===== src/rtl/ro_fifo_register_if.sv =====
// Processor read port and I/O push port of the buffered read-only register.
// master = processor + I/O logic side, slave = the register block.
interface ro_fifo_register_if #(
  parameter int DATA_WIDTH = 32
);
  logic                  Sys_RdEn;
  logic                  Sys_RegSelect;
  logic                  Sys_StatSelect;
  logic [DATA_WIDTH-1:0] Sys_RdData;
  logic [DATA_WIDTH-1:0] IO_WrData;
  logic                  IO_WrEn;
  logic                  IO_Busy;
  logic                  IO_Overflow;

  modport master (
    output Sys_RdEn, Sys_RegSelect, Sys_StatSelect, IO_WrData, IO_WrEn,
    input  Sys_RdData, IO_Busy, IO_Overflow
  );

  modport slave (
    input  Sys_RdEn, Sys_RegSelect, Sys_StatSelect, IO_WrData, IO_WrEn,
    output Sys_RdData, IO_Busy, IO_Overflow
  );
endinterface


===== src/rtl/ro_fifo_register.sv =====
// Read-only peripheral register backed by a FIFO: I/O logic pushes words,
// each processor data read pops one, a status read reports fill level and overflow.
module ro_fifo_register #(
  parameter int                    DATA_WIDTH  = 32,
  parameter int                    DEPTH       = 8,
  parameter bit                    OVERWRITE   = 1'b0,
  parameter logic [DATA_WIDTH-1:0] RESET_VALUE = '0
) (
  input logic                Clock,
  input logic                Reset,
  ro_fifo_register_if.slave  bus
);
  localparam int CNT_W = $clog2(DEPTH + 1);
  localparam int PTR_W = CNT_W - 1;
  localparam logic [CNT_W-1:0] CNT_FULL = CNT_W'(DEPTH);
  localparam logic [CNT_W-1:0] CNT_ONE  = CNT_W'(1);
  localparam logic [CNT_W-1:0] CNT_ZERO = CNT_W'(0);
  localparam logic [PTR_W-1:0] PTR_ONE  = PTR_W'(1);

  logic [DATA_WIDTH-1:0] mem_r [DEPTH];
  logic [PTR_W-1:0]      rd_ptr_r;
  logic [PTR_W-1:0]      wr_ptr_r;
  logic [CNT_W-1:0]      count_r;
  logic                  ovf_r;
  logic                  busy_r;
  logic [DATA_WIDTH-1:0] rd_data_r;

  logic                  data_rd_s;
  logic                  stat_rd_s;
  logic                  empty_s;
  logic                  full_s;
  logic                  pop_s;
  logic                  wr_s;
  logic                  inc_s;
  logic                  rd_adv_s;
  logic                  ovf_set_s;
  logic [CNT_W-1:0]      count_nxt_s;
  logic [DATA_WIDTH-1:0] rd_data_nxt_s;

  function automatic logic [DATA_WIDTH-1:0] status_word(
    input logic [CNT_W-1:0] cnt,
    input logic             empty,
    input logic             full,
    input logic             ovf
  );
    logic [DATA_WIDTH-1:0] w;
    w              = {DATA_WIDTH{1'b0}};
    w[CNT_W+7:8]   = cnt;
    w[2:0]         = {ovf, full, empty};
    return w;
  endfunction

  // Access decode and push/pop qualification; full/empty come from the count alone.
  always_comb begin
    data_rd_s = bus.Sys_RdEn & bus.Sys_RegSelect;
    stat_rd_s = bus.Sys_RdEn & bus.Sys_StatSelect & ~bus.Sys_RegSelect;
    empty_s   = (count_r == CNT_ZERO);
    full_s    = (count_r == CNT_FULL);
    pop_s     = data_rd_s & ~empty_s;
    // A pop on the same edge frees a slot, so a push into a full FIFO is then accepted.
    inc_s     = bus.IO_WrEn & (~full_s | pop_s);
    wr_s      = bus.IO_WrEn & (~full_s | pop_s | OVERWRITE);
    ovf_set_s = bus.IO_WrEn & full_s & ~pop_s;
    rd_adv_s  = pop_s | (ovf_set_s & OVERWRITE);
  end

  // Next count and next read-data value.
  always_comb begin
    count_nxt_s = count_r + (inc_s ? CNT_ONE : CNT_ZERO) - (pop_s ? CNT_ONE : CNT_ZERO);
    if (pop_s) begin
      rd_data_nxt_s = mem_r[rd_ptr_r];
    end else if (stat_rd_s) begin
      rd_data_nxt_s = status_word(count_r, empty_s, full_s, ovf_r);
    end else begin
      rd_data_nxt_s = rd_data_r;
    end
  end

  // Control state: pointers, count, sticky overflow, busy and read data.
  always_ff @(posedge Clock) begin
    if (Reset) begin
      rd_ptr_r  <= {PTR_W{1'b0}};
      wr_ptr_r  <= {PTR_W{1'b0}};
      count_r   <= CNT_ZERO;
      ovf_r     <= 1'b0;
      busy_r    <= 1'b0;
      rd_data_r <= RESET_VALUE;
    end else begin
      count_r   <= count_nxt_s;
      busy_r    <= (count_nxt_s == CNT_FULL);
      rd_data_r <= rd_data_nxt_s;
      if (wr_s) begin
        wr_ptr_r <= wr_ptr_r + PTR_ONE;
      end
      if (rd_adv_s) begin
        rd_ptr_r <= rd_ptr_r + PTR_ONE;
      end
      // A new overflow beats the clear from a same-edge status read.
      if (ovf_set_s) begin
        ovf_r <= 1'b1;
      end else if (stat_rd_s) begin
        ovf_r <= 1'b0;
      end
    end
  end

  // FIFO storage, deliberately left out of reset.
  always_ff @(posedge Clock) begin
    if (wr_s & ~Reset) begin
      mem_r[wr_ptr_r] <= bus.IO_WrData;
    end
  end

  assign bus.Sys_RdData  = rd_data_r;
  assign bus.IO_Busy     = busy_r;
  assign bus.IO_Overflow = ovf_r;
endmodule


===== src/flat_wrapper.sv =====
// flat-port wrapper written by rule: the top's interface ports become plain ports
module ro_fifo_register_flat 
#(
  parameter int                    DATA_WIDTH  = 32,
  parameter int                    DEPTH       = 8,
  parameter bit                    OVERWRITE   = 1'b0,
  parameter logic [DATA_WIDTH-1:0] RESET_VALUE = '0
)
  (Clock, Reset, bus_Sys_RdEn, bus_Sys_RegSelect, bus_Sys_StatSelect, bus_IO_WrData, bus_IO_WrEn, bus_Sys_RdData, bus_IO_Busy, bus_IO_Overflow);
  ro_fifo_register_if #(.DATA_WIDTH(DATA_WIDTH)) bus_i ();
  input logic Clock;
  input logic Reset;
  input wire logic [$bits(bus_i.Sys_RdEn)-1:0] bus_Sys_RdEn;
  input wire logic [$bits(bus_i.Sys_RegSelect)-1:0] bus_Sys_RegSelect;
  input wire logic [$bits(bus_i.Sys_StatSelect)-1:0] bus_Sys_StatSelect;
  input wire logic [$bits(bus_i.IO_WrData)-1:0] bus_IO_WrData;
  input wire logic [$bits(bus_i.IO_WrEn)-1:0] bus_IO_WrEn;
  output wire logic [$bits(bus_i.Sys_RdData)-1:0] bus_Sys_RdData;
  output wire logic [$bits(bus_i.IO_Busy)-1:0] bus_IO_Busy;
  output wire logic [$bits(bus_i.IO_Overflow)-1:0] bus_IO_Overflow;
  assign bus_i.Sys_RdEn = bus_Sys_RdEn;
  assign bus_i.Sys_RegSelect = bus_Sys_RegSelect;
  assign bus_i.Sys_StatSelect = bus_Sys_StatSelect;
  assign bus_i.IO_WrData = bus_IO_WrData;
  assign bus_i.IO_WrEn = bus_IO_WrEn;
  assign bus_Sys_RdData = bus_i.Sys_RdData;
  assign bus_IO_Busy = bus_i.IO_Busy;
  assign bus_IO_Overflow = bus_i.IO_Overflow;
  ro_fifo_register #(.DATA_WIDTH(DATA_WIDTH), .DEPTH(DEPTH), .OVERWRITE(OVERWRITE), .RESET_VALUE(RESET_VALUE)) u_core (.Clock(Clock), .Reset(Reset), .bus(bus_i));
endmodule

===== config.mk =====
export PLATFORM = sky130hd
export DESIGN_NAME = ro_fifo_register_flat
export DESIGN_NICKNAME = d
export VERILOG_FILES = /design/src/rtl/ro_fifo_register_if.sv /design/src/rtl/ro_fifo_register.sv /design/src/flat_wrapper.sv
export SDC_FILE = /design/constraint.sdc
export NUM_CORES = 1
export LEC_CHECK = 0
export ABC_AREA = 1
export CORE_MARGIN = 4
export CORE_UTILIZATION = 35
export DETAILED_ROUTE_END_ITERATION = 16
export HOLD_SLACK_MARGIN = 0.05
export PLACE_DENSITY_LB_ADDON = 0.2
export SLEW_MARGIN = 5
export SYNTH_ARGS = -nofsm -noshare
export SYNTH_HDL_FRONTEND = slang
export SYNTH_SLANG_ARGS = --single-unit
export TNS_END_PERCENT = 5

===== constraint.sdc =====
create_clock -name Clock -period 4.3 [get_ports Clock]
set_input_delay 0.43 -clock Clock [delete_from_list [all_inputs] [get_ports Clock]]
set_output_delay 0.43 -clock Clock [all_outputs]
set_load 0.03 [all_outputs]

==> results.ini <==
[drt]
via_per_inst = 4.64
wl_mm = 29.5
vias = 8268
routedWlPerCell_um = 16.5
dr.pass1.iters = 4
postRouteAntennaNets = 0
drtIter0Drc = 501
drc = 0

[global_routing]
grt_overflow = 0
grt_max_degree = 106
grt.total_usage = 0.149
grt_pass1_wl_mm = 45.6
grt_pass1_vias = 7844
antenna_found_initial = 0

[outcome]
status = finished clean

[worst_setup_path]
crit_family = simple AND/OR/NAND/NOR gates
slowest_delay_ps = 770
path_cells = inv_1 > ha_1 > inv_1 > o21bai_4 > nand2_1 > nand3_1 > nor2_4 > buf_4
path_max_fanout = 23
crit_arrival_ps = 2920
crit_required_ps = 4520
endpoint_kind = flip-flop
worst-setup-path-type = reg -> reg
crit_path_start_kind = flip-flop
crit_buf_inv = 3
cp_common_cell = inv_1
cp_slowest_cell = nor2_4

[logic_synthesis]
synth.avg_cell_area_um2 = 10.3
ys_ff_latch = 303
synth_seq_area_share = 0.681
syn_inst = 1229
synth_warnings = 0
synth.net_count = 1276
synth_area_um2 = 12700
synth_cell_types = 26

[clocking]
cts_sinks = 303
post_cts.repair.setup_buffers = 0
numCtsBuffers = 34
cts_tree = yes
ctsResizeCount = 0
cts_root_buf = clkbuf_16
insertion_delay_ps = 510
clockBufferDepth = 3
ctsHoldBuffers = 0
path_clk_slew_ps = 60
cts_htree_levels = 2

[power_and_ir_drop]
p_per_area_nw_per_um2 = 514
p_switching_w = 0.00216
sequentialPowerShare = 0.446
ir_drop_uv = 217
combPwrFrac = 0.177
swShare = 0.280
clkPwrFrac = 0.377
leakagePower_nw = 6.08
intPower_w = 0.00555

[floorplanning]
start_util = 0.356
core_area_um2 = 35700
ioPinCount = 72
num_rows = 69
fp.dieH_um = 198
die_w_um = 198
die-area_um2 = 39300

[timing]
fin_setup_tns_ps = 0
hold_viol_final = 0
timing.fmax_ghz = 0.369
slew_violations = 0
finalClockSkew_ps = 16.5
fin_crit_sh = 0.630
setup_viol = 0
slew_headroom = 0.322
rsz0062_at_grt = false
tightest_slew_ps = 1010
period_minus_slack_ps = 2710

[finish]
ff_latch_area_um2 = 8630
drive_gt1_frac = 0.0696
num_antenna_cells = 0
stdcell_count = 1783
fin_nets = 1343
final.fill_count = 3382
multiInputGateArea_um2 = 2980
area_growth_pct = 18.4

[place]
gp_congestion = 0.787
dp_hpwl_mm = 16.1
portBuffers = 71
dp.cells = 1721

[run]
drv_cap = 0

[worst_hold_path]
hold_class = in -> reg

## power by group through the flow
stage          combinational (W)  sequential (W)  clock, W
6_report                 0.00136         0.00344   0.00291
5_1_grt                  0.00155         0.00346   0.00310
4_1_cts                  0.00139         0.00344   0.00299
3_5_place_dp             0.00139         0.00350         0
3_3_place_gp             0.00138         0.00350         0
2_1_floorplan           0.000868         0.00357         0
## worst reg2reg max path, delay by kind of cell (launching register included)
family	cells	cell delay (ps)
and+or+nand+nor	3	1260
adders and majority gates	1	200
DFF	1	340
buffers and inverters	3	480
AOI/OAI and AO/OA	1	150
## Yosys cell counts, drive strengths merged
master / number / area [um^2]
edfxtp: 256 / 7690
nor3: 6 / 30.0
nor2: 22 / 101
inv: 214 / 806
nand3: 198 / 991
o21bai: 1 / 18.8
dfxtp: 47 / 941
o21ai: 17 / 85.1
xor2: 3 / 26.3
nand2: 358 / 1360
ha: 8 / 100
a21oi: 38 / 190
clkbuf: 14 / 52.6
fa: 1 / 20.0
buf: 45 / 263
nand3b: 1 / 7.51
## flip-flops by register name, summed over array words and instances, names as in the netlist, named ones only
register,cells
u_core.bus.IO_Busy,1
u_core.bus.IO_Overflow,1
u_core.bus.Sys_RdData,32
u_core.count_r,4
u_core.mem_r,256
u_core.rd_ptr_r,3
u_core.wr_ptr_r,3
## metrics by stage
step	power (W)	hold slack (ps)	util	worst slack [ps]	cell area [um^2]
after floorplan	0.00444	448	-	663	12700
after global placement	0.00487	455	0.389	1100	13900
after detailed placement	0.00489	456	0.389	1080	13900
after CTS	0.00782	410	0.421	1540	15000
after global routing	0.00810	478	0.421	1360	15000
final	0.00771	427	0.421	1590	15000
## placed cells by master (no fill, tap or decap), types with 8 or more instances in the layout
| cell | synthesis | final |
|---|---|---|
| buf_4 | 9 | 16 |
| clkbuf_16 | 0 | 34 |
| a21oi_1 | 38 | 38 |
| ha_1 | 8 | 8 |
| o21ai_0 | 15 | 15 |
| dfxtp_1 | 47 | 45 |
| inv_1 | 209 | 209 |
| nand2_1 | 354 | 354 |
| clkbuf_1 | 14 | 8 |
| edfxtp_1 | 256 | 256 |
| clkdlybuf4s50_1 | 0 | 70 |
| nor2_1 | 20 | 16 |
| nand3_1 | 198 | 198 |
## cells by family (layout without fill, tap and decap cells)
family                   count (synthesis)  after routing  synth area share
AND/OR/NAND/NOR                        585            585             0.196
adder cells (fa/ha/maj)                  9              9           0.00947
buffers and inverters                  273            366            0.0884
AO/OA/AOI/OAI                           56             56            0.0232
XOR/XNOR                                 3              3           0.00207
flip-flops                             303            303             0.681
## path summary, 6_finish.rpt
check,cells past startpoint,start,slack (ps),to
min,4,Reset,430,u_core.wr_ptr_r[1]
max,8,u_core.count_r[2],1590,u_core.mem_r[0][14]
max reg2reg,8,u_core.count_r[2],1590,u_core.mem_r[0][14]
min reg2reg,2,u_core.bus.Sys_RdData[7],460,u_core.bus.Sys_RdData[7]
## area by class of cell
class	instances	area share
flip-flops and latches	303	0.575
multi-input cells	653	0.199
clock buffers	45	0.0614
repair buffers	90	0.0590
inverters	214	0.0538
well taps	461	0.0384
clock inverters	17	0.0135
## metal layers
metal  global-route usage  share of wire
met2                0.250           0.48
met3               0.0225          0.041
met5                    0              0
met4               0.0357          0.017
met1                0.205           0.46
(Power assumes the default switching activity.)
